--- config.mk ---
export PLATFORM = sky130hd
export DESIGN_NAME = seven_seg_capture
export DESIGN_NICKNAME = d
export VERILOG_FILES = /design/src/rtl/seven_seg_capture.sv
export SDC_FILE = /design/constraint.sdc
export NUM_CORES = 1
export LEC_CHECK = 0
export BUFFER_PORTS_ARGS = -buffer_cell sky130_fd_sc_hd__clkbuf_2
export CORE_ASPECT_RATIO = 1.5
export CORE_MARGIN = 1.5
export CORE_UTILIZATION = 30
export DETAILED_ROUTE_END_ITERATION = 8
export HOLD_SLACK_MARGIN = 0.15
export PLACE_DENSITY_LB_ADDON = 0.25
export SLEW_MARGIN = 20
export SYNTH_ARGS = -nofsm -noshare
export SYNTH_HDL_FRONTEND = slang
export SYNTH_SLANG_ARGS = --single-unit
--- constraint.sdc ---
create_clock -name clk -period 4.2 [get_ports clk]
set_input_delay 0.84 -clock clk [delete_from_list [all_inputs] [get_ports clk]]
set_output_delay 0.84 -clock clk [all_outputs]
set_load 0.01 [all_outputs]
--- src/rtl/seven_seg_capture.sv ---
// Captures the value shown on a multiplexed, active-low seven-segment display
// by sampling the segment/anode lines and decoding each digit once it settles.
module seven_seg_capture #(
  parameter int NUM_DIGITS    = 4,
  parameter int STABLE_CYCLES = 4
) (
  input  logic                    clk,
  input  logic                    rst_n,
  input  logic [7:0]              seg,
  input  logic [NUM_DIGITS-1:0]   an,
  input  logic                    clear,
  output logic [4*NUM_DIGITS-1:0] digits,
  output logic [NUM_DIGITS-1:0]   dp,
  output logic [NUM_DIGITS-1:0]   valid,
  output logic                    err_pulse,
  output logic [7:0]              err_count,
  output logic                    frame_done
);

  localparam int SW = 8 + NUM_DIGITS;
  localparam logic [0:0] SETTLE = 1'b0;
  localparam logic [0:0] HOLD   = 1'b1;
  localparam logic [7:0] CNT_MAX = 8'(STABLE_CYCLES - 1);

  logic [SW-1:0]         sample;
  logic [SW-1:0]         sample_in;
  logic [7:0]            sample_seg;
  logic [NUM_DIGITS-1:0] sample_an;
  logic [NUM_DIGITS-1:0] an_low;
  logic [NUM_DIGITS-1:0] seen;
  logic [NUM_DIGITS-1:0] seen_next;
  logic [7:0]            stable_cnt;
  logic [7:0]            cnt_next;
  logic [0:0]            state;
  logic                  changed;
  logic                  one_digit;
  logic                  capture;
  logic                  code_ok;
  logic [3:0]            code;
  int                    digit_idx;

  assign sample_in  = {seg, an};
  assign sample_seg = sample[SW-1 -: 8];
  assign sample_an  = sample[NUM_DIGITS-1:0];
  assign an_low     = ~sample_an;
  assign seen_next  = seen | an_low;

  // The counter compares the incoming sample with the registered one, so a
  // pattern held for STABLE_CYCLES edges is captured on the last of them.
  assign changed  = (sample_in != sample);
  assign cnt_next = changed ? 8'd0 :
                    (stable_cnt >= CNT_MAX) ? CNT_MAX : stable_cnt + 8'd1;
  assign capture  = (state == SETTLE) && !changed && (cnt_next == CNT_MAX);

  // Blanked or ghosted anodes (none or several low) are ignored silently.
  assign one_digit = (an_low != '0) &&
                     ((an_low & (an_low - NUM_DIGITS'(1))) == '0);

  always_comb begin
    code_ok = 1'b1;
    code    = 4'hF;
    unique case (sample_seg[6:0])
      7'h40:   code = 4'h0;
      7'h79:   code = 4'h1;
      7'h24:   code = 4'h2;
      7'h30:   code = 4'h3;
      7'h19:   code = 4'h4;
      7'h12:   code = 4'h5;
      7'h02:   code = 4'h6;
      7'h78:   code = 4'h7;
      7'h00:   code = 4'h8;
      7'h18:   code = 4'h9;
      7'h7F:   code = 4'hF;
      default: code_ok = 1'b0;
    endcase
  end

  always_comb begin
    digit_idx = 0;
    for (int i = 0; i < NUM_DIGITS; i++) begin
      if (an_low[i]) digit_idx = i;
    end
  end

  always_ff @(posedge clk or negedge rst_n) begin
    if (!rst_n) begin
      sample     <= '0;
      stable_cnt <= 8'd0;
      state      <= SETTLE;
      digits     <= '1;
      dp         <= '0;
      valid      <= '0;
      seen       <= '0;
      err_count  <= 8'd0;
      err_pulse  <= 1'b0;
      frame_done <= 1'b0;
    end else begin
      sample     <= sample_in;
      err_pulse  <= 1'b0;
      frame_done <= 1'b0;
      if (clear) begin
        stable_cnt <= 8'd0;
        state      <= SETTLE;
        digits     <= '1;
        dp         <= '0;
        valid      <= '0;
        seen       <= '0;
        err_count  <= 8'd0;
      end else begin
        stable_cnt <= cnt_next;
        if (changed)      state <= SETTLE;
        else if (capture) state <= HOLD;
        if (capture && one_digit) begin
          if (code_ok) begin
            digits[4*digit_idx +: 4] <= code;
            dp[digit_idx]            <= ~sample_seg[7];
            valid[digit_idx]         <= 1'b1;
            // A completed frame restarts the seen mask on the same edge.
            if (&seen_next) begin
              frame_done <= 1'b1;
              seen       <= '0;
            end else begin
              seen <= seen_next;
            end
          end else begin
            valid[digit_idx] <= 1'b0;
            err_pulse        <= 1'b1;
            if (err_count != 8'hFF) err_count <= err_count + 8'd1;
          end
        end
      end
    end
  end

endmodule

==> results of run 1 <==
## area by class of cell
| cell class | instances | area, µm² |
|---|---|---|
| tap | 112 | 140 |
| fill | 923 | 5800 |
| clock buffer | 10 | 239 |
| multi-input combinational | 186 | 1260 |
| clock inverter | 6 | 88.8 |
| sequential | 59 | 1500 |
| inverter | 10 | 37.5 |
| timing repair buffer | 49 | 248 |
## cell usage in the layout (no fill, tap or decap), types with 2 or more instances in the layout
cell type | Yosys | routed
nor2_1 | 25 | 25
dfrtp_1 | 43 | 43
clkinvlp_4 | 0 | 2
xnor2_1 | 2 | 2
nor3_1 | 10 | 10
a211oi_1 | 2 | 2
or2_2 | 4 | 4
nor4_1 | 8 | 8
ha_1 | 2 | 2
and2_1 | 3 | 3
xor2_1 | 13 | 13
dfstp_2 | 16 | 16
or3_1 | 5 | 5
mux2i_1 | 19 | 19
bufinv_16 | 0 | 2
a21oi_1 | 13 | 13
nand2_1 | 8 | 8
o22ai_1 | 2 | 2
o21ai_0 | 4 | 4
o21a_1 | 3 | 3
a311oi_1 | 3 | 3
or4_1 | 6 | 6
nand3_1 | 9 | 9
and3_1 | 5 | 5
nand4_1 | 4 | 4
clkbuf_16 | 0 | 9
inv_1 | 10 | 10
conb_1 | 1 | 6
nand3b_1 | 3 | 3
o31ai_1 | 6 | 6
clkbuf_2 | 0 | 47
## routing by layer
layer	global-route usage [%]	vias to the layer above	wire, µm
li1	-	1058	-
met1	16.8	1082	2920
met2	24.1	46	3370
met3	3.47	8	269
met4	6.98	0	134
met5	0	-	0
## flip-flops by register name (all words and copies together) (netlist names)
| name | cells |
|---|---|
| digits | 16 |
| sample | 12 |
| err_count | 8 |
| stable_cnt | 8 |
| dp | 4 |
| seen | 4 |
| valid | 4 |
| err_pulse | 1 |
| frame_done | 1 |
| state | 1 |
## logic make-up (layout without fill, tap and decap cells)
logic type | Yosys count | in the layout | share of synthesized area, %
XOR/XNOR | 15 | 15 | 4.53
buffers and inverters | 30 | 75 | 5.57
adder cells (fa/ha/maj) | 2 | 2 | 0.863
other | 1 | 6 | 0.129
AO/OA/AOI/OAI | 44 | 44 | 11.1
flip-flops | 59 | 59 | 51.6
multiplexers | 19 | 19 | 6.56
AND/OR/NAND/NOR | 100 | 100 | 19.6
## power breakdown
group | switching, mW | total, mW | internal (mW)
clock | 0.262 | 0.796 | 0.534
combinational | 0.0434 | 0.0667 | 0.0233
sequential | 0.0154 | 0.594 | 0.578
total | 0.321 | 1.46 | 1.14
## metrics by stage
step           instances  instance area, µm²  power, mW  hold WS, ps  util [%]
5_1_grt              432                3510       1.51          509      37.7
6_report             432                3510       1.46          489      37.7
4_1_cts              432                3510       1.47          493      37.7
2_1_floorplan        275                2920      0.643          448         -
3_5_place_dp         416                3180      0.671          481      34.2
3_3_place_gp         416                3180      0.670          469      34.2
## path summary, 6_finish.rpt
| kind | endpoint | slack [ps] | start | depth (start not counted) |
|---|---|---|---|---|
| min | stable_cnt[0] | 490 | stable_cnt[0] | 1 |
| min in group asynchronous | err_count[4] | 620 | rst_n | 1 |
| max in group asynchronous | digits[4] | 2690 | rst_n | 2 |
| max | dp[1] | 1470 | seg[6] | 7 |
| max reg2reg | digits[8] | 1490 | sample[5] | 6 |
| min reg2reg | stable_cnt[0] | 490 | stable_cnt[0] | 1 |
==> reports/qor.csv, run 1 <==
stage,metric,value,unit
cts,TritonCTS clock tree,done,
synthesis,Avg Inst Size Synth,10.7,µm²
critical_path,Critical Path AT,2940,ps
sta,Final setup violation count,0,
sta,setup TNS,0,ps
floorplan,I/O Pins,49,
synthesis,Synth Flop Type,dfrtp_1,
synthesis,Post-Synthesis Cells,270,
synthesis,synthesis-stage register bit count,59,
floorplan,Core Region,0.00931,mm²
routing,Avg WL per Cell,15.5,µm
sta,Slew Limit Fails,0,
synthesis,biggest area consumer among synthesized cells,dfrtp_1,
worst_hold_path,Hold/Removal Path Class,reg2reg,
synthesis,Netlist Area Pre-Place,0.00290,mm²
pwr,leakage,1.55,nW
placed_design,HPWL Detailed,4720,µm
layout,layout cell share with drive strength beyond 1,28.7,%
layout,fin nets,332,
sta,Tcrit/Tclk final,65.0,%
critical_path,crit-path cells,"clkbuf_2, xor2_1, nor4_1, nand3_1, or2_4, or3_1, a31o_1",
synthesis,sequential-to-total area share from yosys stat,51.6,%
pwr,PD cells,415,mW/mm²
synthesis,most used standard cell by instance count after synthesis,dfrtp_1,
placed_design,post-place setup slack,1160,ps
sta,Slew HR,41.5,%
routing,initial drt markers,119,
floorplan,initial core utilization,31.1,%
global_route,initial antenna violation count,0,
cts,cells resized by post-CTS repair,0,
routing,vias,2194,
global_route,gr usage total,14.2,%
sta,setup ws final,1470,ps
pwr,maximum vdd drop,0.000315,V
cts,clock latency on the worst-skew pair,330,ps
sta,RSZ-0062 raised after global routing,no,
cts,Clock Sinks,59,
critical_path,kind of critical path,in2reg,
global_route,pin count of the biggest net entering global routing,39,
critical_path,CP max stage cell,or3_1,
critical_path,worst-path fanout max,23,
synthesis,Synth top cells by count,"43 x dfrtp_1, 25 x nor2_1, 19 x mux2i_1",
critical_path,kind of start point of the critical path,primary input,
synthesis,Post-synth ARST share,100,%
placed_design,Buffers on Ports,48,
critical_path,Worst Setup End Kind,register,
sta,Tmin final,2730,ps
floorplan,num rows,43,
cts,CTS Buf Count,9,
cts,CTS Hold Buffers Added,0,
global_route,vias in the first global route,2160,
floorplan,Die X,83.2,µm
critical_path,CP required,4410,ps
floorplan,Die Height,123,µm
synthesis,Netlist cell types,52,
routing,detailed-route DRC error count,0,
sta,fmax,366,MHz
routing,DRT antenna net count,0,
synthesis,ranking of synthesized cells by area,"dfrtp_1 37%, dfstp_2 15%, mux2i_1 6.6%",
synthesis,Yosys warning count,0,
critical_path,Crit path largest cell delay,520,ps
sta,final hold violations,0,
routing,first-pass iteration count of the detailed router,4,
placed_design,RD Place Congestion,0.829,
routing,routed vias/inst,5.08,
status,status,completed,
cts,# H-tree levels,3,
global_route,Overflow after GRT,0,
floorplan,die area,0.0103,mm²
layout,n_diodes,0,
layout,Area Overhead vs Synth,21.1,%
run,max-cap viol count,0,
cts,maximum root-to-sink buffer count,2,
synthesis,Synth top area share,37.1,%
cts,clk slew on worst S/H paths,60,ps
critical_path,CP Buf/Inv Count,1,
synthesis,Post-synth EDFFs,0,
critical_path,"delay-heaviest family, CP",simple AND/OR/NAND/NOR gates,
sta,Least-Margin Pin Slew,877,ps
sta,Worst Skew,8.35,ps
cts,Setup Buffers After CTS,0,
global_route,global-route wire length before repair,11300,µm
routing,Final Routed Wirelength,6700,µm
cts,root buf cell,clkbuf_16,
Note: power is estimated with default switching activity, not from simulation.
==> run 2, diff against run 1 <==
==> constraint.sdc (replaced) <==
create_clock -name clk -period 2.6 [get_ports clk]
set_input_delay 0.52 -clock clk [delete_from_list [all_inputs] [get_ports clk]]
set_output_delay 0.52 -clock clk [all_outputs]
set_load 0.01 [all_outputs]
==> reports/qor.csv, run 2 (synthesized netlist as in run 1, its figures left out) <==
stage,metric,value,unit,change
routing,routed vias/inst,4.95,,was 5.08
routing,Final Routed Wirelength,6720,µm,was 6700 µm
global_route,Overflow after GRT,0,,unchanged
critical_path,CP required,2850,ps,was 4410 ps
pwr,Final Power,2.37,mW,was 1.46 mW
sta,final hold violations,0,,unchanged
floorplan,Die X,83.2,µm,unchanged
pwr,PD cells,639,mW/mm²,was 415 mW/mm²
critical_path,Worst Setup End Kind,register,,unchanged
cts,CTS Buf Count,9,,unchanged
status,status,completed,,unchanged
floorplan,die area,0.0103,mm²,unchanged
global_route,pin count of the biggest net entering global routing,60,,was 39
layout,number of flip-flops in the largest register,16,,unchanged
critical_path,CP Launch Point,sample[4],,was seg[6]
layout,most frequent cells in the layout,"48 x clkbuf_2, 43 x dfrtp_1, 25 x nor2_1",,"was 47 x clkbuf_2, 43 x dfrtp_1, 25 x nor2_1"
layout,Multi-input gate area,0.00128,mm²,was 0.00126 mm²
routing,detailed-route DRC error count,0,,unchanged
sta,Final setup violation count,0,,unchanged
pwr,Sw Share,22.0,%,about the same
sta,setup TNS,0,ps,unchanged
sta,Slew Limit Fails,0,,unchanged
critical_path,worst-path fanout max,9,,was 23
worst_hold_path,hold path start,an[3],,was stable_cnt[0]
global_route,global-route wire length before repair,11400,µm,was 11300 µm
floorplan,initial core utilization,31.1,%,unchanged
sta,Worst Skew,3.91,ps,was 8.35 ps
critical_path,Critical Path AT,2710,ps,was 2940 ps
sta,Slew HR,49.9,%,was 41.5%
placed_design,Buffers on Ports,48,,unchanged
critical_path,Crit Reg-Reg Startpoint,sample[4],,was sample[5]
global_route,vias in the first global route,2373,,was 2160
pwr,leakage,1.66,nW,was 1.55 nW
layout,layout cell share with drive strength beyond 1,34.3,%,was 28.7%
floorplan,I/O Pins,49,,unchanged
global_route,initial antenna violation count,0,,unchanged
cts,TritonCTS clock tree,done,,unchanged
worst_hold_path,Hold/Removal Path Class,in2reg,,was reg2reg
critical_path,Crit path largest cell delay,460,ps,was 520 ps
cts,Setup Buffers After CTS,0,,unchanged
routing,Avg WL per Cell,14.8,µm,was 15.5 µm
critical_path,kind of critical path,reg2reg,,was in2reg
sta,RSZ-0062 raised after global routing,no,,unchanged
cts,clock latency on the worst-skew pair,330,ps,about the same
placed_design,RD Place Congestion,0.830,,was 0.829
critical_path,crit-path cells,"or3b_4, a2111oi_4, nor4_2, and3_4, or3_1, buf_4, mux2i_1",,"was clkbuf_2, xor2_1, nor4_1, nand3_1, or2_4, or3_1, a31o_1"
routing,vias,2242,,was 2194
layout,n_diodes,0,,unchanged
layout,"commonest non-fill, non-tap cell in the layout",clkbuf_2,,unchanged
floorplan,Core Region,0.00931,mm²,unchanged
floorplan,Die Height,123,µm,unchanged
global_route,gr usage total,14.3,%,was 14.2%
routing,first-pass iteration count of the detailed router,4,,unchanged
layout,register area,0.00150,mm²,unchanged
routing,DRT antenna net count,0,,unchanged
layout,Area Overhead vs Synth,28.2,%,was 21.1%
sta,Least-Margin Pin Slew,751,ps,was 877 ps
routing,initial drt markers,97,,was 119
sta,Tcrit/Tclk final,94.5,%,
layout,FILL cells,944,,was 923
layout,fin nets,353,,was 332
critical_path,kind of start point of the critical path,register,,was primary input
cts,clk slew on worst S/H paths,50,ps,was 60 ps
pwr,Psw,0.523,mW,was 0.321 mW
sta,fmax,407,MHz,
pwr,Flop pwr share,40.2,%,was 40.8%
sta,Tmin final,2460,ps,
layout,Reg with most FFs,digits,,unchanged
pwr,maximum vdd drop,0.000401,V,was 0.000315 V
pwr,Comb power frac,5.6,%,was 4.6%
cts,# H-tree levels,3,,unchanged
pwr,Clock power frac,54.3,%,was 54.7%
cts,maximum root-to-sink buffer count,2,,unchanged
run,max-cap viol count,0,,unchanged
placed_design,HPWL Detailed,4920,µm,was 4720 µm
cts,Clock Sinks,59,,unchanged
cts,root buf cell,clkbuf_16,,unchanged
pwr,Internal,1.85,mW,was 1.14 mW
critical_path,CP max stage cell,dfrtp_1,,was or3_1
layout,biggest regs,"digits: 16 flops, sample: 12 flops",,unchanged
floorplan,num rows,43,,unchanged
[run 2: cell count changes in the layout (fill, tap and decap cells not counted)]
cell      delta
buf_12       +2
nor3_2       +1
clkbuf_2     +1
or3_1        -1
nor3_1       -1
buf_4       +19
a311oi_2     +1
or3_4        +1
nor4_2       +1
buf_2        -1
nor4_1       -1
a311oi_1     -1
[run 2: worst max-delay path, delay by kind of cell (launching register included)]
family | cells | cell delay, ps
compound gates | 1 | 420
mux | 1 | 140
buf+inv | 1 | 180
flops | 1 | 460
simple gates | 4 | 1180
[run 2: repair_timing]
| action | 4_1_cts | 5_1_grt |
|---|---|---|
| endpoints found under the hold margin | 0 | 0 |
| hold buffers | 0 | 0 |
| endpoints found under the setup margin | 0 | 7 |
| resized for setup | 0 | 4 |
[run 2: cell type report]
cell class              count  share of cell area, %
clock buffers              10                   6.44
flip-flops and latches     59                   40.3
inverters                  10                   1.01
well taps                 112                   3.77
repair buffers             70                   11.6
clock inverters             6                   2.39
multi-input cells         186                   34.5
[run 2: final timing paths]
| check | end | depth (start not counted) | slack [ps] |
|---|---|---|---|
| setup / recovery | digits[5] | 7 | 140 |
| hold / removal | sample[3] | 1 | 320 |
| setup reg to reg | digits[5] | 7 | 140 |
| hold reg to reg | seen[2] | 1 | 490 |
| max in group asynchronous | sample[10] | 2 | 1760 |
| min in group asynchronous | err_count[3] | 2 | 350 |
[run 2: metrics by stage]
stage	cells	hold WS (ps)	setup slack, ps	utilization [%]	cell area [µm²]
after global placement	437	461	65.8	36.1	3360
after detailed placement	437	482	48.2	36.1	3360
after floorplan	275	224	250	-	2920
after CTS	453	311	129	39.7	3690
final	453	323	142	39.9	3710
after global routing	453	315	3.68	39.9	3710
[run 2: power by group through the flow]
| stage | Combinational, mW | Sequential [mW] | Clock, mW |
|---|---|---|---|
| finish | 0.132 | 0.954 | 1.29 |
| global route | 0.147 | 0.956 | 1.36 |
| CTS | 0.133 | 0.953 | 1.32 |
| detailed placement | 0.133 | 0.968 | 0 |
| global placement | 0.131 | 0.968 | 0 |
| floorplan | 0.0846 | 0.954 | 0 |
[run 2: layer usage]
| metal | track usage [%] | vias to the layer above | wire [µm] |
|---|---|---|---|
| li1 | - | 1094 | - |
| met1 | 16.4 | 1091 | 2880 |
| met2 | 25.0 | 47 | 3450 |
| met3 | 3.40 | 10 | 259 |
| met4 | 6.88 | 0 | 137 |
| met5 | 0 | - | 0 |
==> run 3, diff against run 2 <==
--- a/config.mk
+++ b/config.mk
@@ -11,7 +11,7 @@
 export CORE_UTILIZATION = 30
 export DETAILED_ROUTE_END_ITERATION = 8
 export HOLD_SLACK_MARGIN = 0.15
-export PLACE_DENSITY_LB_ADDON = 0.25
+export PLACE_DENSITY = 0.59
 export SLEW_MARGIN = 20
 export SYNTH_ARGS = -nofsm -noshare
 export SYNTH_HDL_FRONTEND = slang
==> reports/qor.csv, run 3 (synthesized netlist as in run 1, its figures left out) <==
stage,metric,value,unit,change
status,status,completed,,unchanged
layout,FILL cells,908,,was 944
layout,biggest regs,"digits: 16 flops, sample: 12 flops",,unchanged
sta,final hold violations,0,,unchanged
critical_path,Critical Path AT,2690,ps,was 2710 ps
sta,Least-Margin Pin Slew,533,ps,was 751 ps
sta,WHS,166,ps,was 323 ps
floorplan,die area,0.0103,mm²,unchanged
global_route,global-route wire length before repair,11400,µm,about the same
cts,TritonCTS clock tree,done,,unchanged
layout,Area Overhead vs Synth,25.9,%,was 28.2%
run,max-cap viol count,0,,unchanged
cts,clk slew on worst S/H paths,50,ps,about the same
cts,CTS Buf Count,9,,unchanged
layout,fin nets,348,,was 353
floorplan,I/O Pins,49,,unchanged
sta,fmax,409,MHz,was 407 MHz
critical_path,reg2reg setup slack,160,ps,was 140 ps
sta,Slew Limit Fails,0,,unchanged
critical_path,CP required,2850,ps,about the same
routing,Final Routed Wirelength,6690,µm,was 6720 µm
pwr,maximum vdd drop,0.000318,V,was 0.000401 V
layout,n_diodes,0,,unchanged
critical_path,Worst Setup End Kind,register,,unchanged
cts,Clock Sinks,59,,unchanged
worst_hold_path,Hold/Removal Path Class,in2async,,was in2reg
cts,clock latency on the worst-skew pair,320,ps,was 330 ps
floorplan,num rows,43,,unchanged
layout,layout cell share with drive strength beyond 1,32.4,%,was 34.3%
cts,maximum root-to-sink buffer count,2,,unchanged
routing,routed vias/inst,5.01,,was 4.95
routing,Avg WL per Cell,14.9,µm,was 14.8 µm
cts,root buf cell,clkbuf_16,,unchanged
layout,most frequent cells in the layout,"48 x clkbuf_2, 43 x dfrtp_1, 25 x nor2_1",,unchanged
floorplan,Core Region,0.00931,mm²,unchanged
pwr,Comb power frac,5.8,%,was 5.6%
pwr,Flop pwr share,41.6,%,was 40.2%
placed_design,HPWL Detailed,4920,µm,about the same
cts,# H-tree levels,3,,unchanged
cts,CTS Hold Buffers Added,0,,unchanged
critical_path,kind of critical path,reg2reg,,unchanged
layout,"commonest non-fill, non-tap cell in the layout",clkbuf_2,,unchanged
pwr,Sw Share,22.1,%,was 22.0%
routing,vias,2243,,was 2242
pwr,Clock power frac,52.6,%,was 54.3%
layout,number of flip-flops in the largest register,16,,unchanged
layout,Final Util,39.2,%,was 39.9%
global_route,gr usage total,14.3,%,about the same
global_route,vias in the first global route,2292,,was 2373
global_route,initial antenna violation count,0,,unchanged
floorplan,initial core utilization,31.1,%,unchanged
pwr,Internal,1.78,mW,was 1.85 mW
placed_design,Buffers on Ports,48,,unchanged
sta,setup TNS,0,ps,unchanged
sta,Slew HR,64.5,%,was 49.9%
placed_design,RD Place Congestion,0.794,,was 0.830
pwr,leakage,1.63,nW,was 1.66 nW
floorplan,Die Height,123,µm,unchanged
floorplan,Die X,83.2,µm,unchanged
critical_path,worst-path fanout max,20,,was 9
routing,first-pass iteration count of the detailed router,4,,unchanged
global_route,pin count of the biggest net entering global routing,40,,was 60
sta,Worst Skew,4.87,ps,was 3.91 ps
routing,detailed-route DRC error count,0,,unchanged
sta,Tcrit/Tclk final,94.0,%,was 94.5%
pwr,Psw,0.504,mW,was 0.523 mW
critical_path,kind of start point of the critical path,register,,unchanged
layout,Reg with most FFs,digits,,unchanged
global_route,Overflow after GRT,0,,unchanged
routing,initial drt markers,103,,was 97
sta,Tmin final,2440,ps,was 2460 ps
layout,"Design Area, Final",0.00365,mm²,was 0.00371 mm²
placed_design,placed cell areas,0.00333,mm²,was 0.00336 mm²
routing,DRT antenna net count,0,,unchanged
sta,Final setup violation count,0,,unchanged
sta,RSZ-0062 raised after global routing,no,,unchanged
pwr,PD cells,626,mW/mm²,was 639 mW/mm²
[run 3: changes by cell type in the layout (fill, tap and decap cells not counted)]
cell	change
clkbuf_1	+2
clkbuf_8	+1
bufinv_16	-1
clkinvlp_4	-1
nor3_1	+1
nor3_2	-1
buf_4	-5
clkinv_2	-1
[run 3: critical path, stage by stage (launching register included)]
cell and delay, ps:
dfrtp_1 500, xnor2_1 180, o211a_1 220, a2111o_1 410, or2_4 340, or3_1 390
buf_4 180, mux2i_1 140
[run 3: cell type report]
class	instances	area, µm²	area share, %
tap	112	140	3.84
clock inverter	3	46.3	1.27
sequential	59	1500	41.0
clock buffer	13	260	7.13
multi-input combinational	186	1280	35.0
inverter	10	37.5	1.03
timing repair buffer	65	393	10.8
[run 3: routing by layer]
layer  vias to the layer above  wire, µm  GRT usage [%]
met3                         6       239           3.07
met2                        46      3550           24.6
met1                      1098      2780           16.7
met4                         0       119           7.71
met5                         -         0              0
li1                       1093         -              -
[run 3: stage by stage]
| stage | setup slack, ps | power, mW | instances |
|---|---|---|---|
| floorplan | 250 | 1.04 | 275 |
| global placement | 47.2 | 1.09 | 432 |
| detailed placement | 1.19 | 1.10 | 432 |
| CTS | 58.2 | 2.31 | 448 |
| global route | 22.7 | 2.38 | 448 |
| finish | 155 | 2.28 | 448 |
[run 3: worst paths after layout]
path	to	start	cells past startpoint
min	stable_cnt[2]	rst_n	1
min in group clk	sample[10]	seg[6]	1
max in group asynchronous	digits[11]	rst_n	2
min reg2reg	stable_cnt[0]	stable_cnt[0]	1
max reg2reg	digits[7]	sample[3]	7
max	digits[7]	sample[3]	7
[run 3: repair_timing]
action	in CTS	in global routing
gates resized for setup	0	3
hold endpoints to repair	0	0
setup buffers	0	0
endpoints found under the setup margin	0	14
[run 3: power by group through the flow]
stage | clock [mW] | sequential (mW) | combinational (mW)
after floorplan | 0 | 0.954 | 0.0846
after global placement | 0 | 0.964 | 0.130
after detailed placement | 0 | 0.965 | 0.133
after CTS | 1.23 | 0.950 | 0.133
after global routing | 1.28 | 0.952 | 0.152
final | 1.20 | 0.950 | 0.133
